[config.mk]
export PLATFORM = sky130hd
export DESIGN_NAME = alu_arbiter_flat
export DESIGN_NICKNAME = d
export VERILOG_FILES = /design/src/rtl/alu_arbiter_if.sv /design/src/rtl/alu_arbiter.sv /design/src/flat_wrapper.sv
export SDC_FILE = /design/constraint.sdc
export NUM_CORES = 1
export LEC_CHECK = 0
export ABC_CLOCK_PERIOD_IN_PS = 3700
export CORE_AREA = 2 2 125 127
export CTS_BUF_LIST = sky130_fd_sc_hd__clkbuf_4 sky130_fd_sc_hd__clkbuf_8
export DETAILED_ROUTE_END_ITERATION = 6
export DIE_AREA = 0 0 127 129
export DONT_BUFFER_PORTS = 1
export SLEW_MARGIN = 30
export SYNTH_ARGS = -nofsm -noshare
export SYNTH_HDL_FRONTEND = slang
export SYNTH_SLANG_ARGS = --single-unit
export TNS_END_PERCENT = 100
[constraint.sdc]
create_clock -name clk -period 3.7 [get_ports clk]
set_input_delay 0.925 -clock clk [delete_from_list [all_inputs] [get_ports clk]]
set_output_delay 0.925 -clock clk [all_outputs]
set_load 0.05 [all_outputs]
[src/rtl/alu_arbiter_if.sv]
// Valid/ready request and response bundle between one requester and the
// ALU arbiter. The requester drives the master side.
interface alu_arbiter_if #(
  parameter int WIDTH = 32,
  parameter int OPW   = 3,
  parameter int SIGW  = 4
);
  logic             req_valid;
  logic             req_ready;
  logic [WIDTH-1:0] req_a;
  logic [WIDTH-1:0] req_b;
  logic [OPW-1:0]   req_op;
  logic             rsp_valid;
  logic             rsp_ready;
  logic [WIDTH-1:0] rsp_result;
  logic [SIGW-1:0]  rsp_sig;

  modport master (
    output req_valid, req_a, req_b, req_op, rsp_ready,
    input  req_ready, rsp_valid, rsp_result, rsp_sig
  );

  modport slave (
    input  req_valid, req_a, req_b, req_op, rsp_ready,
    output req_ready, rsp_valid, rsp_result, rsp_sig
  );
endinterface

[src/rtl/alu_arbiter.sv]
// Round-robin arbiter sharing one combinational ALU between two requesters.
// Each operation takes IDLE (accept) -> EXEC (ALU driven) -> RESP (held until consumed).
module alu_arbiter #(
  parameter int WIDTH = 32,
  parameter int OPW   = 3,
  parameter int SIGW  = 4
) (
  input  logic             clk,
  input  logic             reset_n,
  alu_arbiter_if.slave     r0,
  alu_arbiter_if.slave     r1,
  output logic [WIDTH-1:0] alu_srcA,
  output logic [WIDTH-1:0] alu_srcB,
  output logic [OPW-1:0]   alu_op,
  input  logic [WIDTH-1:0] alu_outC,
  input  logic [SIGW-1:0]  alu_sig,
  output logic             busy
);

  typedef enum logic [1:0] {IDLE, EXEC, RESP} state_t;

  state_t           state, state_nxt;
  logic             ptr;
  logic             owner;
  logic             grant_any;
  logic             grant_idx;
  logic             accept;
  logic             rsp_done;
  logic [WIDTH-1:0] a_q, b_q, result_q;
  logic [OPW-1:0]   op_q;
  logic [SIGW-1:0]  sig_q;

  // Pointer only breaks ties; a lone requester always wins.
  assign grant_any = r0.req_valid | r1.req_valid;
  assign grant_idx = (r0.req_valid && r1.req_valid) ? ptr : r1.req_valid;
  assign accept    = (state == IDLE) && grant_any;
  assign rsp_done  = (state == RESP) && (owner ? r1.rsp_ready : r0.rsp_ready);

  // NOTE: sequential state uses non-blocking assignments so every register
  // samples pre-edge values, independent of process ordering.
  always_ff @(posedge clk or negedge reset_n) begin
    if (!reset_n) state <= IDLE;
    else          state <= state_nxt;
  end

  // NOTE: the default assignment first keeps this purely combinational; a
  // path that left state_nxt unassigned would infer a latch.
  always_comb begin
    state_nxt = state;
    unique case (state)
      IDLE:    if (accept)   state_nxt = EXEC;
      EXEC:                  state_nxt = RESP;
      RESP:    if (rsp_done) state_nxt = IDLE;
      default:               state_nxt = IDLE;
    endcase
  end

  always_comb begin
    r0.req_ready  = reset_n && (state == IDLE) && grant_any && !grant_idx;
    r1.req_ready  = reset_n && (state == IDLE) && grant_any &&  grant_idx;
    r0.rsp_valid  = (state == RESP) && !owner;
    r1.rsp_valid  = (state == RESP) &&  owner;
    r0.rsp_result = result_q;
    r1.rsp_result = result_q;
    r0.rsp_sig    = sig_q;
    r1.rsp_sig    = sig_q;
    busy          = (state != IDLE);
  end

  // NOTE: the datapath registers are reset too, because result, sig and the
  // ALU operand outputs must read 0 after reset rather than X.
  always_ff @(posedge clk or negedge reset_n) begin
    if (!reset_n) begin
      ptr      <= 1'b0;
      owner    <= 1'b0;
      a_q      <= '0;
      b_q      <= '0;
      op_q     <= '0;
      result_q <= '0;
      sig_q    <= '0;
    end else begin
      if (accept) begin
        ptr   <= ~grant_idx;
        owner <= grant_idx;
        a_q   <= grant_idx ? r1.req_a  : r0.req_a;
        b_q   <= grant_idx ? r1.req_b  : r0.req_b;
        op_q  <= grant_idx ? r1.req_op : r0.req_op;
      end
      if (state == EXEC) begin
        result_q <= alu_outC;
        sig_q    <= alu_sig;
      end
    end
  end

  // Driven straight from the operand latches so the ALU inputs never glitch.
  assign alu_srcA = a_q;
  assign alu_srcB = b_q;
  assign alu_op   = op_q;

endmodule

[src/flat_wrapper.sv]
// flat-port wrapper written by rule: the top's interface ports become plain ports
module alu_arbiter_flat 
#(
  parameter int WIDTH = 32,
  parameter int OPW   = 3,
  parameter int SIGW  = 4
)
  (clk, reset_n, alu_srcA, alu_srcB, alu_op, alu_outC, alu_sig, busy, r0_req_valid, r0_req_a, r0_req_b, r0_req_op, r0_rsp_ready, r0_req_ready, r0_rsp_valid, r0_rsp_result, r0_rsp_sig, r1_req_valid, r1_req_a, r1_req_b, r1_req_op, r1_rsp_ready, r1_req_ready, r1_rsp_valid, r1_rsp_result, r1_rsp_sig);
  alu_arbiter_if #(.WIDTH(WIDTH), .OPW(OPW), .SIGW(SIGW)) r0_i ();
  alu_arbiter_if #(.WIDTH(WIDTH), .OPW(OPW), .SIGW(SIGW)) r1_i ();
  input  logic clk;
  input  logic reset_n;
  output logic [WIDTH-1:0] alu_srcA;
  output logic [WIDTH-1:0] alu_srcB;
  output logic [OPW-1:0] alu_op;
  input  logic [WIDTH-1:0] alu_outC;
  input  logic [SIGW-1:0] alu_sig;
  output logic busy;
  input wire logic [$bits(r0_i.req_valid)-1:0] r0_req_valid;
  input wire logic [$bits(r0_i.req_a)-1:0] r0_req_a;
  input wire logic [$bits(r0_i.req_b)-1:0] r0_req_b;
  input wire logic [$bits(r0_i.req_op)-1:0] r0_req_op;
  input wire logic [$bits(r0_i.rsp_ready)-1:0] r0_rsp_ready;
  output wire logic [$bits(r0_i.req_ready)-1:0] r0_req_ready;
  output wire logic [$bits(r0_i.rsp_valid)-1:0] r0_rsp_valid;
  output wire logic [$bits(r0_i.rsp_result)-1:0] r0_rsp_result;
  output wire logic [$bits(r0_i.rsp_sig)-1:0] r0_rsp_sig;
  input wire logic [$bits(r1_i.req_valid)-1:0] r1_req_valid;
  input wire logic [$bits(r1_i.req_a)-1:0] r1_req_a;
  input wire logic [$bits(r1_i.req_b)-1:0] r1_req_b;
  input wire logic [$bits(r1_i.req_op)-1:0] r1_req_op;
  input wire logic [$bits(r1_i.rsp_ready)-1:0] r1_rsp_ready;
  output wire logic [$bits(r1_i.req_ready)-1:0] r1_req_ready;
  output wire logic [$bits(r1_i.rsp_valid)-1:0] r1_rsp_valid;
  output wire logic [$bits(r1_i.rsp_result)-1:0] r1_rsp_result;
  output wire logic [$bits(r1_i.rsp_sig)-1:0] r1_rsp_sig;
  assign r0_i.req_valid = r0_req_valid;
  assign r0_i.req_a = r0_req_a;
  assign r0_i.req_b = r0_req_b;
  assign r0_i.req_op = r0_req_op;
  assign r0_i.rsp_ready = r0_rsp_ready;
  assign r0_req_ready = r0_i.req_ready;
  assign r0_rsp_valid = r0_i.rsp_valid;
  assign r0_rsp_result = r0_i.rsp_result;
  assign r0_rsp_sig = r0_i.rsp_sig;
  assign r1_i.req_valid = r1_req_valid;
  assign r1_i.req_a = r1_req_a;
  assign r1_i.req_b = r1_req_b;
  assign r1_i.req_op = r1_req_op;
  assign r1_i.rsp_ready = r1_rsp_ready;
  assign r1_req_ready = r1_i.req_ready;
  assign r1_rsp_valid = r1_i.rsp_valid;
  assign r1_rsp_result = r1_i.rsp_result;
  assign r1_rsp_sig = r1_i.rsp_sig;
  alu_arbiter #(.WIDTH(WIDTH), .OPW(OPW), .SIGW(SIGW)) u_core (.clk(clk), .reset_n(reset_n), .r0(r0_i), .r1(r1_i), .alu_srcA(alu_srcA), .alu_srcB(alu_srcB), .alu_op(alu_op), .alu_outC(alu_outC), .alu_sig(alu_sig), .busy(busy));
endmodule
Word level (Yosys, flattened, before mapping)
Index checks and enable logic that the tools add are counted.
{"block": "word_totals", "word_cells": 36, "ff_bits": 107, "output_inout_bits": 144, "latchBits": 0, "ramBits": 0, "memories": 0, "input_bits": 176, "mem_bits_ro": 0}
{"block": "classes", "reduce_logical": 14, "n_eq_ne": 4, "order_cmp": 0, "mul": 0, "muxes": 8, "n_addsub": 0, "shifts": 0, "n_bitwise": 2, "div_mod_pow": 0}
{"op": "$mux W32", "n": 2}
{"op": "$logic_and A1 B1 Y1", "n": 9}
{"op": "$pmux W2 S3", "n": 1}
{"op": "$mux W2", "n": 2}
{"op": "$ne A2 B1 Y1 const B", "n": 2}
{"op": "$mux W3", "n": 1}
{"op": "$eq A2 B1 Y1 const B", "n": 1}
{"op": "$eq A2 B2 Y1 const B", "n": 1}
{"op": "$logic_not A1 Y1", "n": 2}
{"op": "$logic_not A2 Y1", "n": 1}
{"op": "$mux W1", "n": 2}
{"op": "$reduce_and A2 Y1", "n": 1}
{"op": "$reduce_bool A2 Y1", "n": 1}
{"op": "$not A1 Y1", "n": 1}
{"op": "$or A1 B1 Y1", "n": 1}

Longest topological paths before layout
{"block": "logic_depth", "ltp_word": 4, "depth_mapped": 7, "ltp_nobuf": 3}

Worst setup path before layout
Ideal clock, no wire load.
{"block": "synth_timing", "path_kind": "input -> output", "from": "input port r1_req_valid", "to": "output port r1_req_ready", "arrival_time_ns": 2.621, "path_buffers": 3, "path_slack_ns": 0.154, "path_stages": 6, "t_required_ns": 2.775, "path_cell_list": "buf_2 > or2_1 > buf_2 > buf_2 > nand3_1 > nor3_1"}
{"block": "synth_via", "elab_chain_len": 3}
{"item": "start: declaration", "line": "flat_wrapper.sv:28", "source": "input wire logic [$bits(r1_i.req_valid)-1:0] r1_req_valid;"}
{"item": "$or A1 B1 Y1 or $logic_and A1 B1 Y1 (tied branches)", "line": "alu_arbiter.sv:34, alu_arbiter.sv:35"}
{"item": "$logic_and A1 B1 Y1 or $mux W1 (tied branches)", "line": "alu_arbiter.sv:60, alu_arbiter.sv:35"}
{"item": "$logic_and A1 B1 Y1 (*)", "line": "alu_arbiter.sv:60", "source": "r1.req_ready = reset_n && (state == IDLE) && grant_any && grant_idx;"}
{"item": "end: declaration", "line": "flat_wrapper.sv:33", "source": "output wire logic [$bits(r1_i.req_ready)-1:0] r1_req_ready;"}
Every way passes the cells marked *; elsewhere a longest branch is shown, timed or not.

Worst setup path in the final report
Same ends and word-level chain as after synthesis.

==> flow_summary.toml <==
[global_routing]
grt.overflow.total = 0
grt_pass1_wl_um = 22000
antenna_found_initial = 2
grt_max_degree = 109
grt_use_total = 0.174
grt_pass1_vias = 3839

[clock_network]
ctsResizeCount = 0
clk_pin_slew_worst_paths_ns = 0.11
clock_latency_ns = 0.38
cts_root_buf = "clkbuf_8"
cts_tree = "yes"
h-tree-depth = 3
cts_buffer_depth = 2
clock_sinks = 107
post_cts_buffers = 0
cts_made_buffers = 9
cts_hold_buf = 0

[sta]
finalMaxSlewViolations = 0
fin_crit_ns = 2.88
period_share = 0.777
fin_tns_setup_ns = 0
fin_skew_ns = 0.0158
fmax_ghz = 0.348
worst-slew-pin-transition_ns = 0.983
rsz0062_at_grt = "false"
final_hold_viol_count = 0
relSlewSlack = 0.345
setup_viol = 0

[cells_and_area]
area_delta_synth_final_pct = -0.143
multi_input_area_um2 = 2040
final_common_cell = "dfrtp_1"
ff_latch_area_um2 = 2680
final_cells = 651
fin_nets = 631
n_fill_cell = 1517
layout-drive-gt1-share = 0.185
mostFrequentLayoutCells = "107 x dfrtp_1, 69 x nand3_1, 68 x a21oi_1"

[detailed_routing]
first_pass_iters = 5
route.vias.total = 3959
drc_errors = 0
postRouteAntennaNets = 0
drt_iter0_markers = 273
wirelength_um = 15100
routed_via_density = 6.08
wl_per_cell_um = 23.2

[run]
max_cap_violations = 0

[floorplan]
fp.dieArea_um2 = 16400
initial_utilization = 0.352
placementRows = 45
die_x_um = 127
die_h_um = 129
core_um2 = 15000
io_pins = 320

[synthesis]
yosysWarnings = 0
synth_nets = 702
synth.cell_area_um2 = 5270
yosys.area.top_type = "dfrtp_1"
synth_area_leaders = "dfrtp_1 51%, mux2_2 7.9%, nand3_1 6.6%"
seq_area_frac_synth = 0.508
yosysTopAreaCellShare = 0.508
netlist_instances = 526
synth-seq-cells = 107
syn_avg_cell_area_um2 = 10.0
yosys.cell_types.count = 22

[placement]
numPortBuffers = 0
dpl.cell_count = 632
dp_hpwl_um = 10800
place_congestion = 0.764

[worst_setup_path]
worstSetupPathType = "in2out"
start_kind = "input port"
required_ns = 2.77
crit_path_end_kind = "primary output"
worstPathMaxFanout = 70
crit_arrival_ns = 1.95

[worst_hold_path]
min_path_type = "in2async"

[outcome]
status = "complete, no violations"
==> layout make-up <==
| cell class | instances | share of cell area |
|---|---|---|
| Antenna cell | 3 | 0.00143 |
| Clock buffer | 9 | 0.0236 |
| Clock inverter | 7 | 0.0159 |
| Inverter | 3 | 0.00214 |
| Multi-Input combinational cell | 323 | 0.387 |
| Sequential cell | 107 | 0.509 |
| Tap cell | 188 | 0.0447 |
| Timing Repair Buffer | 11 | 0.0157 |
==> flip-flops by register name (all words and copies together), names as in the netlist <==
signal                flops
u_core.alu_op             3
u_core.alu_srcA          32
u_core.r0.rsp_result     32
u_core.r0.rsp_sig         4
u_core.owner              1
u_core.state              2
u_core.ptr                1
u_core.alu_srcB          32
==> critical path: stages <==
cell and delay [ns]:
or2_2 0.12, buf_4 0.34, nand3_1 0.15, nor3_1 0.16, buf_4 0.23
==> stage by stage <==
stage / utilization / hold WS [ns] / setup WS [ns] / instance area [µm²]
after global routing: 0.351 / 0.191 / 0.769 / 5250
after global placement: 0.336 / 0.580 / 0.867 / 5040
after floorplan: - / 0.492 / 0.154 / 5270
after detailed placement: 0.337 / 0.556 / 0.853 / 5040
after CTS: 0.351 / 0.197 / 0.851 / 5250
final: 0.351 / 0.232 / 0.824 / 5260
==> final timing paths <==
kind | from | slack [ns] | cells past startpoint | to
worst max register to register | u_core.state[1] | 1.29 | 5 | u_core.alu_srcA[10]
worst min-delay path | reset_n | 0.23 | 0 | u_core.alu_srcA[29]
min in group clk | u_core.ptr | 0.59 | 2 | u_core.ptr
worst max-delay path | r1_req_valid | 0.82 | 5 | r1_req_ready
worst min register to register | u_core.ptr | 0.59 | 2 | u_core.ptr
max in group asynchronous | reset_n | 3.23 | 0 | u_core.alu_srcA[10]
==> per-layer routing <==
layer | vias up | part of all wire | global-route usage
met4 | 0 | 0.018 | 0.0653
met5 | - | 0 | 0
met1 | 1925 | 0.37 | 0.198
met3 | 18 | 0.11 | 0.0620
met2 | 278 | 0.51 | 0.303
li1 | 1738 | - | -
==> logic make-up (layout without fill, tap and decap cells) <==
| logic type | Yosys count | after routing | synth area share |
|---|---|---|---|
| buffers and inverters | 96 | 30 | 0.109 |
| flip-flops | 107 | 107 | 0.508 |
| other | 0 | 3 | 0 |
| AO/OA/AOI/OAI | 205 | 205 | 0.226 |
| AND/OR/NAND/NOR | 81 | 81 | 0.0775 |
| multiplexers | 37 | 37 | 0.0791 |
==> Yosys cell counts <==
cell      count
dfrtp_1     107
nand3_1      69
a21oi_1      68
o21ai_0      65
a31oi_1      55
mux2_2       37
buf_4        36
clkbuf_1     36
a31oi_2      12
buf_2        12
buf_6         8
nor2_1        5
inv_1         3
nand2b_1      3
o21ai_1       3
a21oi_2       1
and2_1        1
and2b_1       1
clkbuf_2      1
nor3_1        1
o21ai_2       1
or2_1         1
Power is left out: the tool's default activity adds up to more than one toggle a clock period on the data nets, which glitch-free logic cannot reach.
